[src/rtl/sub_pkg.sv]
// Shared types and constants for the bit-serial subtractor.
package sub_pkg;

   // Default operand and result width
   localparam int unsigned SUB_WIDTH = 8;

   // Control states of the serial subtractor
   typedef enum logic [1:0] {
      IDLE = 2'd0,
      BUSY = 2'd1,
      DONE = 2'd2
   } state_t;

endpackage : sub_pkg

[src/rtl/full_subtractor.sv]
// One-bit full-subtractor cell: diff = a - b - bin, with borrow out.
module full_subtractor (
   input  logic a,
   input  logic b,
   input  logic bin,
   output logic diff,
   output logic bout
);

   // Difference bit and borrow out of a single bit position
   always_comb begin
      diff = a ^ b ^ bin;
      bout = (~a & b) | (~(a ^ b) & bin);
   end

endmodule : full_subtractor

[src/rtl/serial_subtractor_8bit.sv]
// Bit-serial unsigned subtractor: one full-subtractor cell, LSB first,
// one bit per clock, valid/ready handshakes on operands and result.
module serial_subtractor_8bit
   import sub_pkg::*;
#(
   parameter int unsigned WIDTH = SUB_WIDTH
) (
   input  logic             clk,
   input  logic             rst,
   input  logic             in_valid,
   output logic             in_ready,
   input  logic [WIDTH-1:0] a,
   input  logic [WIDTH-1:0] b,
   input  logic             bin,
   output logic             out_valid,
   input  logic             out_ready,
   output logic [WIDTH-1:0] diff,
   output logic             bout
);

   localparam int unsigned CNT_W = (WIDTH > 1) ? $clog2(WIDTH) : 1;
   localparam logic [CNT_W-1:0] CNT_LAST = CNT_W'(WIDTH - 1);

   state_t             state_q,     state_d;
   logic [WIDTH-1:0]   a_sh_q,      a_sh_d;
   logic [WIDTH-1:0]   b_sh_q,      b_sh_d;
   logic [WIDTH-1:0]   diff_sh_q,   diff_sh_d;
   logic               br_q,        br_d;
   logic [CNT_W-1:0]   cnt_q,       cnt_d;
   logic               out_valid_q, out_valid_d;
   logic [WIDTH-1:0]   diff_q,      diff_d;
   logic               bout_q,      bout_d;

   logic               cell_diff;
   logic               cell_bout;
   logic [WIDTH-1:0]   diff_sh_next;

   // Single shared subtractor cell fed by the operand LSBs and the borrow flop
   full_subtractor u_cell (
      .a    (a_sh_q[0]),
      .b    (b_sh_q[0]),
      .bin  (br_q),
      .diff (cell_diff),
      .bout (cell_bout)
   );

   // Result bits enter at the MSB so the LSB ends up at bit 0 after WIDTH shifts
   always_comb begin
      diff_sh_next = {cell_diff, diff_sh_q[WIDTH-1:1]};
   end

   // Next-state, datapath and registered-output logic
   always_comb begin
      state_d     = state_q;
      a_sh_d      = a_sh_q;
      b_sh_d      = b_sh_q;
      diff_sh_d   = diff_sh_q;
      br_d        = br_q;
      cnt_d       = cnt_q;
      out_valid_d = out_valid_q;
      diff_d      = diff_q;
      bout_d      = bout_q;

      case (state_q)
         IDLE: begin
            if (in_valid) begin
               a_sh_d  = a;
               b_sh_d  = b;
               br_d    = bin;
               cnt_d   = '0;
               state_d = BUSY;
            end
         end

         BUSY: begin
            diff_sh_d = diff_sh_next;
            a_sh_d    = a_sh_q >> 1;
            b_sh_d    = b_sh_q >> 1;
            br_d      = cell_bout;
            cnt_d     = cnt_q + CNT_W'(1);
            if (cnt_q == CNT_LAST) begin
               // Last bit: publish the completed difference and final borrow
               state_d     = DONE;
               out_valid_d = 1'b1;
               diff_d      = diff_sh_next;
               bout_d      = cell_bout;
            end
         end

         DONE: begin
            if (out_ready) begin
               state_d     = IDLE;
               out_valid_d = 1'b0;
            end
         end

         default: begin
            state_d     = IDLE;
            out_valid_d = 1'b0;
         end
      endcase
   end

   // State and datapath registers with synchronous reset
   always_ff @(posedge clk) begin
      if (rst) begin
         state_q     <= IDLE;
         a_sh_q      <= '0;
         b_sh_q      <= '0;
         diff_sh_q   <= '0;
         br_q        <= 1'b0;
         cnt_q       <= '0;
         out_valid_q <= 1'b0;
         diff_q      <= '0;
         bout_q      <= 1'b0;
      end else begin
         state_q     <= state_d;
         a_sh_q      <= a_sh_d;
         b_sh_q      <= b_sh_d;
         diff_sh_q   <= diff_sh_d;
         br_q        <= br_d;
         cnt_q       <= cnt_d;
         out_valid_q <= out_valid_d;
         diff_q      <= diff_d;
         bout_q      <= bout_d;
      end
   end

   // Operand acceptance is a pure decode of the state register
   assign in_ready  = (state_q == IDLE);
   assign out_valid = out_valid_q;
   assign diff      = diff_q;
   assign bout      = bout_q;

endmodule : serial_subtractor_8bit

[config.mk]
export PLATFORM = sky130hd
export DESIGN_NAME = serial_subtractor_8bit
export DESIGN_NICKNAME = d
export VERILOG_FILES = /design/src/rtl/sub_pkg.sv /design/src/rtl/full_subtractor.sv /design/src/rtl/serial_subtractor_8bit.sv
export SDC_FILE = /design/constraint.sdc
export NUM_CORES = 1
export LEC_CHECK = 0
export BUFFER_PORTS_ARGS = -buffer_cell sky130_fd_sc_hd__clkbuf_2
export CAP_MARGIN = 20
export CORE_MARGIN = 1.5
export CORE_UTILIZATION = 54
export DETAILED_ROUTE_END_ITERATION = 6
export MAX_ROUTING_LAYER = met4
export PLACE_DENSITY = 0.78
export SKIP_LAST_GASP = 1
export SLEW_MARGIN = 20
export SYNTH_ARGS = -nofsm -noshare
export SYNTH_HDL_FRONTEND = slang
export SYNTH_HIERARCHICAL = 1
export SYNTH_SLANG_ARGS = --single-unit
[constraint.sdc]
create_clock -name clk -period 1.6 [get_ports clk]
set_input_delay 0.48 -clock clk [delete_from_list [all_inputs] [get_ports clk]]
set_output_delay 0.48 -clock clk [all_outputs]
set_load 0.05 [all_outputs]
After elaboration in Yosys (flattened, before gate mapping)
Cells that the tools add are included.
{"block": "word_totals", "register_bits": 40, "in_bits": 21, "output_inout_bits": 11, "wordCells": 45}
{"block": "op_classes", "addsub": 1, "eq_ne": 6, "muxes": 15, "n_bitwise": 8, "n_reduce_logical": 6}
{"cell": "$pmux W8 S2", "n": 2}
{"cell": "$mux W8", "n": 2}
{"cell": "$mux W2", "n": 3}
{"cell": "$ne A2 B2 Y1 const B", "n": 3}
{"cell": "$pmux W2 S3", "n": 1}
{"cell": "$pmux W3 S2", "n": 1}
{"cell": "$reduce_and A3 Y1", "n": 2}
{"cell": "$reduce_and A2 Y1", "n": 2}
{"cell": "$add A3 B1 Y3 const B", "n": 1}
{"cell": "$eq A3 B3 Y1 const B", "n": 1}
{"cell": "$mux W1", "n": 3}
{"cell": "$mux W3", "n": 1}
{"cell": "$not A1 Y1", "n": 3}
{"cell": "$pmux W1 S3", "n": 1}
{"cell": "$and A1 B1 Y1", "n": 2}
{"cell": "$eq A2 B1 Y1 const B", "n": 1}
{"cell": "$eq A2 B2 Y1 const B", "n": 1}
{"cell": "$logic_not A2 Y1", "n": 1}
{"cell": "$pmux W1 S2", "n": 1}
{"cell": "$reduce_bool A2 Y1", "n": 1}
{"cell": "$xor A1 B1 Y1", "n": 2}
{"cell": "$or A1 B1 Y1", "n": 1}

Depth between registers and ports, before layout
{"block": "depth", "word_depth": 5, "mapped_depth": 7, "depth_no_buf": 6}

Modules after synthesis
The synthesis kept the hierarchy.
{"module": "serial_subtractor_8bit", "n_inst": 1, "cells_per_inst": 174, "area_each_um2": 1656.6, "seq_area_each_um2": 780.7}
{"module": "full_subtractor", "n_inst": 1, "cells_per_inst": 4, "area_each_um2": 31.3, "seq_area_each_um2": 0.0}

Worst setup path before layout
No wires, ideal clock.
{"block": "synth_timing", "path_type": "register to register", "start": "register cnt_q[0]", "end": "register diff_q[0] (netlist: diff[0])", "setup_ps": 71, "t_arrival_ps": 1314, "required_ps": 1529, "path_slack_ps": 216, "path_stages_with_launch": 8, "path_buffers": 2, "period_less_slack_ps": 1384, "path_cell_list": "dfxtp_1 ha_1 ha_1 buf_2 nand3b_1 buf_2 nand2_1 a21oi_1"}
{"block": "synth_via", "elab_chain_len": 2}
{"element": "start: declaration", "line": "serial_subtractor_8bit.sv:29", "source": "logic [CNT_W-1:0] cnt_q, cnt_d;"}
{"element": "start signal: assignment", "line": "serial_subtractor_8bit.sv:122", "source": "cnt_q <= cnt_d;"}
{"element": "$eq A3 B3 Y1", "line": "serial_subtractor_8bit.sv:81", "source": "if (cnt_q == CNT_LAST) begin"}
{"element": "$reduce_and A2 Y1 (no source line)"}
{"element": "end signal: assignment", "line": "serial_subtractor_8bit.sv:124", "source": "diff_q <= diff_d;"}
{"element": "end: declaration", "line": "serial_subtractor_8bit.sv:31", "source": "logic [WIDTH-1:0] diff_q, diff_d;"}
No other way between the ends.
A chain may end at the register's enable or synchronous reset.

Worst setup path in the final report
{"block": "layout_timing", "start": "register state_q[0]", "end": "output port in_ready"}
{"block": "layout_via", "elab_chain_len": 1}
{"element": "start: declaration", "line": "serial_subtractor_8bit.sv:24", "source": "state_t state_q, state_d;"}
{"element": "start signal: assignment", "line": "serial_subtractor_8bit.sv:117", "source": "state_q <= state_d;"}
{"element": "$logic_not A2 Y1", "line": "serial_subtractor_8bit.sv:130", "source": "assign in_ready = (state_q == IDLE);"}
{"element": "end: declaration", "line": "serial_subtractor_8bit.sv:11", "source": "output logic in_ready,"}
No other way between the ends.

==> impl_metrics.toml <==
[pwr]
seqPwrFrac = 0.565
internal_power_w = 0.00138
cellLeakagePower_nw = 0.777
max-vdd-ir-drop_mv = 0.540
clkPwrFrac = 0.305
power.density_nw_per_um2 = 966
pwr-share-comb = 0.130
p_switching_w = 0.000475
p_sw_frac = 0.255

[critical_path]
cp_cell_sequence = "nor2_4 > clkbuf_8"
crit_required_ns = 1.12
r2r_start = "state_q[0]"
crit_path_max_incr_delay_ns = 0.40
path_buf_inv = 1
crit_cells = 2
end_kind = "output port"
criticalPathCategory = "reg2out"
crit_family = "flip-flops"
worstRegToRegCells = 3
slowest_stage = "dfxtp_4"
path_max_fanout = 9
crit_end = "in_ready"
timing.rr.end = "b_sh_q[0]"
r2r_slack_ns = 0.20
crit_start = "state_q[0]"
cp-start-kind = "flop"
crit_arrival_ns = 1.07

[cts]
path_clk_slew_ns = 0.11
cts-buffers-inserted = 5
htreeDepth = 2
cts.path.max_buffers = 2
hold_buffers = 0
clkLatencyLatePin_ns = 0.34
cts_root_buf = "clkbuf_4"
cts_sinks = 39
tritoncts = "built"

[sta]
drv_slew = 0
period_share = 0.966
rsz0062_at_grt = "false"
worst_pin_slew_ns = 0.688
setup_ws_ns = 0.0548
finalHoldViolCount = 0
fmax_mhz = 647
slew_headroom = 0.541
finalSetupTns_ns = 0
setup_viol_count_final = 0
skew_ns = 0.00266
period_minus_slack_ns = 1.55
whs_ns = 0.397

[global_route]
grt_antenna_before_repair = 0
grt.overflow.total = 0
grt_pass1_wl_um = 5620
grt_usage = 0.225
grt_max_degree = 34
grt_pass1_vias = 1283

[cells_and_area]
synthToLayoutAreaGrowth_pct = 14.0
finalCoreUtilization = 0.641
drive_gt1_frac = 0.329
diodes = 0
nNetsFinal = 233

[synthesis]
synth_top_cell_area_share = 0.463
ys_seq_area_frac = 0.463
yosysWarningCount = 6
post-synth-top-area-cell = "dfxtp_1"
synth_cells = 178
syn_area_um2 = 1690
syn_avg_cell_area_um2 = 9.48
yosysUniqueCellTypes = 30
synth_nets = 202
synth-seq-cells = 39
netlist_top_cells_area = "dfxtp_1, o221a_1, a21oi_2, a21oi_1, nand2_1"

[drt]
routed_wl_um = 3360
final_antenna_net_count = 0
drtIter0Drc = 66
vias_per_cell = 5.55
route.detailed.drc = 0
wl_per_cell_um = 13.8
routed-via-count = 1349
detail_route.first_pass.iterations = 4

[placed_design]
gp_congestion = 0.718
io_buffers = 31
pre_cts_slack_ns = -0.0224
dp_hpwl_um = 2270

[flow_run]
cap_violations = 0

[die]
coreArea_um2 = 3000
initial_core_util = 0.562
fp.dieW_um = 58.9
rows = 20
die_h_um = 58.9
io_pins = 32
die_area_um2 = 3470

[outcome]
outcome = "finished clean"

[worst_hold_path]
hold_path.class = "in2reg"
sequential cells by signal, summed over array words and instances, names as in the netlist:
register   cells
br_q           1
a_sh_q         8
bout           1
diff_sh_q      7
out_valid      1
diff           8
cnt_q          3
b_sh_q         8
state_q        2
power by group through the flow:
| stage | clock (W) | combinational (W) | sequential [W] |
|---|---|---|---|
| 4_1_cts | 0.000581 | 0.000243 | 0.00105 |
| 6_report | 0.000567 | 0.000242 | 0.00105 |
| 3_3_place_gp | 0 | 0.000223 | 0.00107 |
| 2_1_floorplan | 0 | 0.000192 | 0.00106 |
| 3_5_place_dp | 0 | 0.000236 | 0.00107 |
| 5_1_grt | 0.000623 | 0.000265 | 0.00106 |
how the worst min path moves through the flow:
stage                     slack, ns  cells past startpoint          from           end
after floorplan                0.44                      2  diff_sh_q[1]  diff_sh_q[1]
after global placement         0.44                      2       diff[1]       diff[1]
after detailed placement       0.45                      2       diff[4]       diff[4]
after CTS                      0.38                      4     out_ready    state_q[1]
after global routing           0.38                      2          b[2]     b_sh_q[2]
final                          0.40                      4     out_ready    state_q[1]
what timing repair did:
action,in CTS,in global routing
endpoints found under the hold margin,0,0
setup buffers,1,0
resized for setup,6,0
endpoints found under the setup margin,1,0
per-layer routing:
metal	share of wire	vias up	GRT usage
li1	-	674	-
met1	0.45	630	0.250
met2	0.49	37	0.370
met3	0.043	8	0.0725
met4	0.015	0	0.0974
met5	0	-	-
cells in the mapped netlist (all sizes together):
cell,n
a22oi,2
nor3,1
fa,1
a211oi,1
nand2,25
a32oi,2
buf,13
a21oi,32
inv,19
ha,2
nor2b,1
dfxtp,39
nand3b,1
clkbuf,1
mux2i,2
o221a,15
o21ai,1
nand3,8
nor2,10
nand2b,1
o21bai,1
cells in the final DEF (no fill, tap or decap):
master / count
clkbuf_2: 30
clkbuf_1: 1
nand2b_1: 1
clkbuf_4: 5
clkbuf_8: 3
nand3_1: 8
nand3b_1: 1
o21ai_0: 1
nor2_4: 1
o221a_2: 5
o21bai_1: 1
a22oi_1: 2
a32oi_1: 2
nand2_2: 1
nor2b_4: 1
a211oi_2: 1
o221a_1: 10
a21oi_2: 12
nor3_1: 1
a21oi_1: 20
buf_12: 2
mux2i_1: 2
nor2_1: 8
fa_1: 1
buf_4: 5
nor2_2: 1
ha_1: 2
inv_1: 19
nand2_1: 24
dfxtp_4: 2
dfxtp_1: 37
per-stage QoR:
step	instance area, um^2	std cells	total power, W
3_5_place_dp	1830	234	0.00131
3_3_place_gp	1830	234	0.00129
4_1_cts	1920	243	0.00187
5_1_grt	1920	243	0.00194
6_report	1920	243	0.00186
2_1_floorplan	1690	178	0.00125
kinds of logic (layout without fill, tap and decap cells):
kind of cell,Yosys count,after routing,synth area share
fa+ha+maj,3,3,0.0267
simple gates,47,47,0.128
mux,2,2,0.0119
compound gates,54,54,0.256
buf+inv,33,65,0.115
flops,39,39,0.463
area by class of cell:
| type | count | area (um^2) |
|---|---|---|
| Fill cell | 260 | 1080 |
| Sequential cell | 39 | 788 |
| Multi-Input combinational cell | 106 | 713 |
| Timing Repair Buffer | 38 | 241 |
| Inverter | 19 | 71.3 |
| Clock buffer | 8 | 68.8 |
| Tap cell | 33 | 41.3 |
worst reg2reg max path, stage by stage (launching register included):
cell and delay (ns):
dfxtp_4 0.42, nor2_1 0.07, nor2_2 0.53, o221a_2 0.33
(Power assumes the default switching activity.)
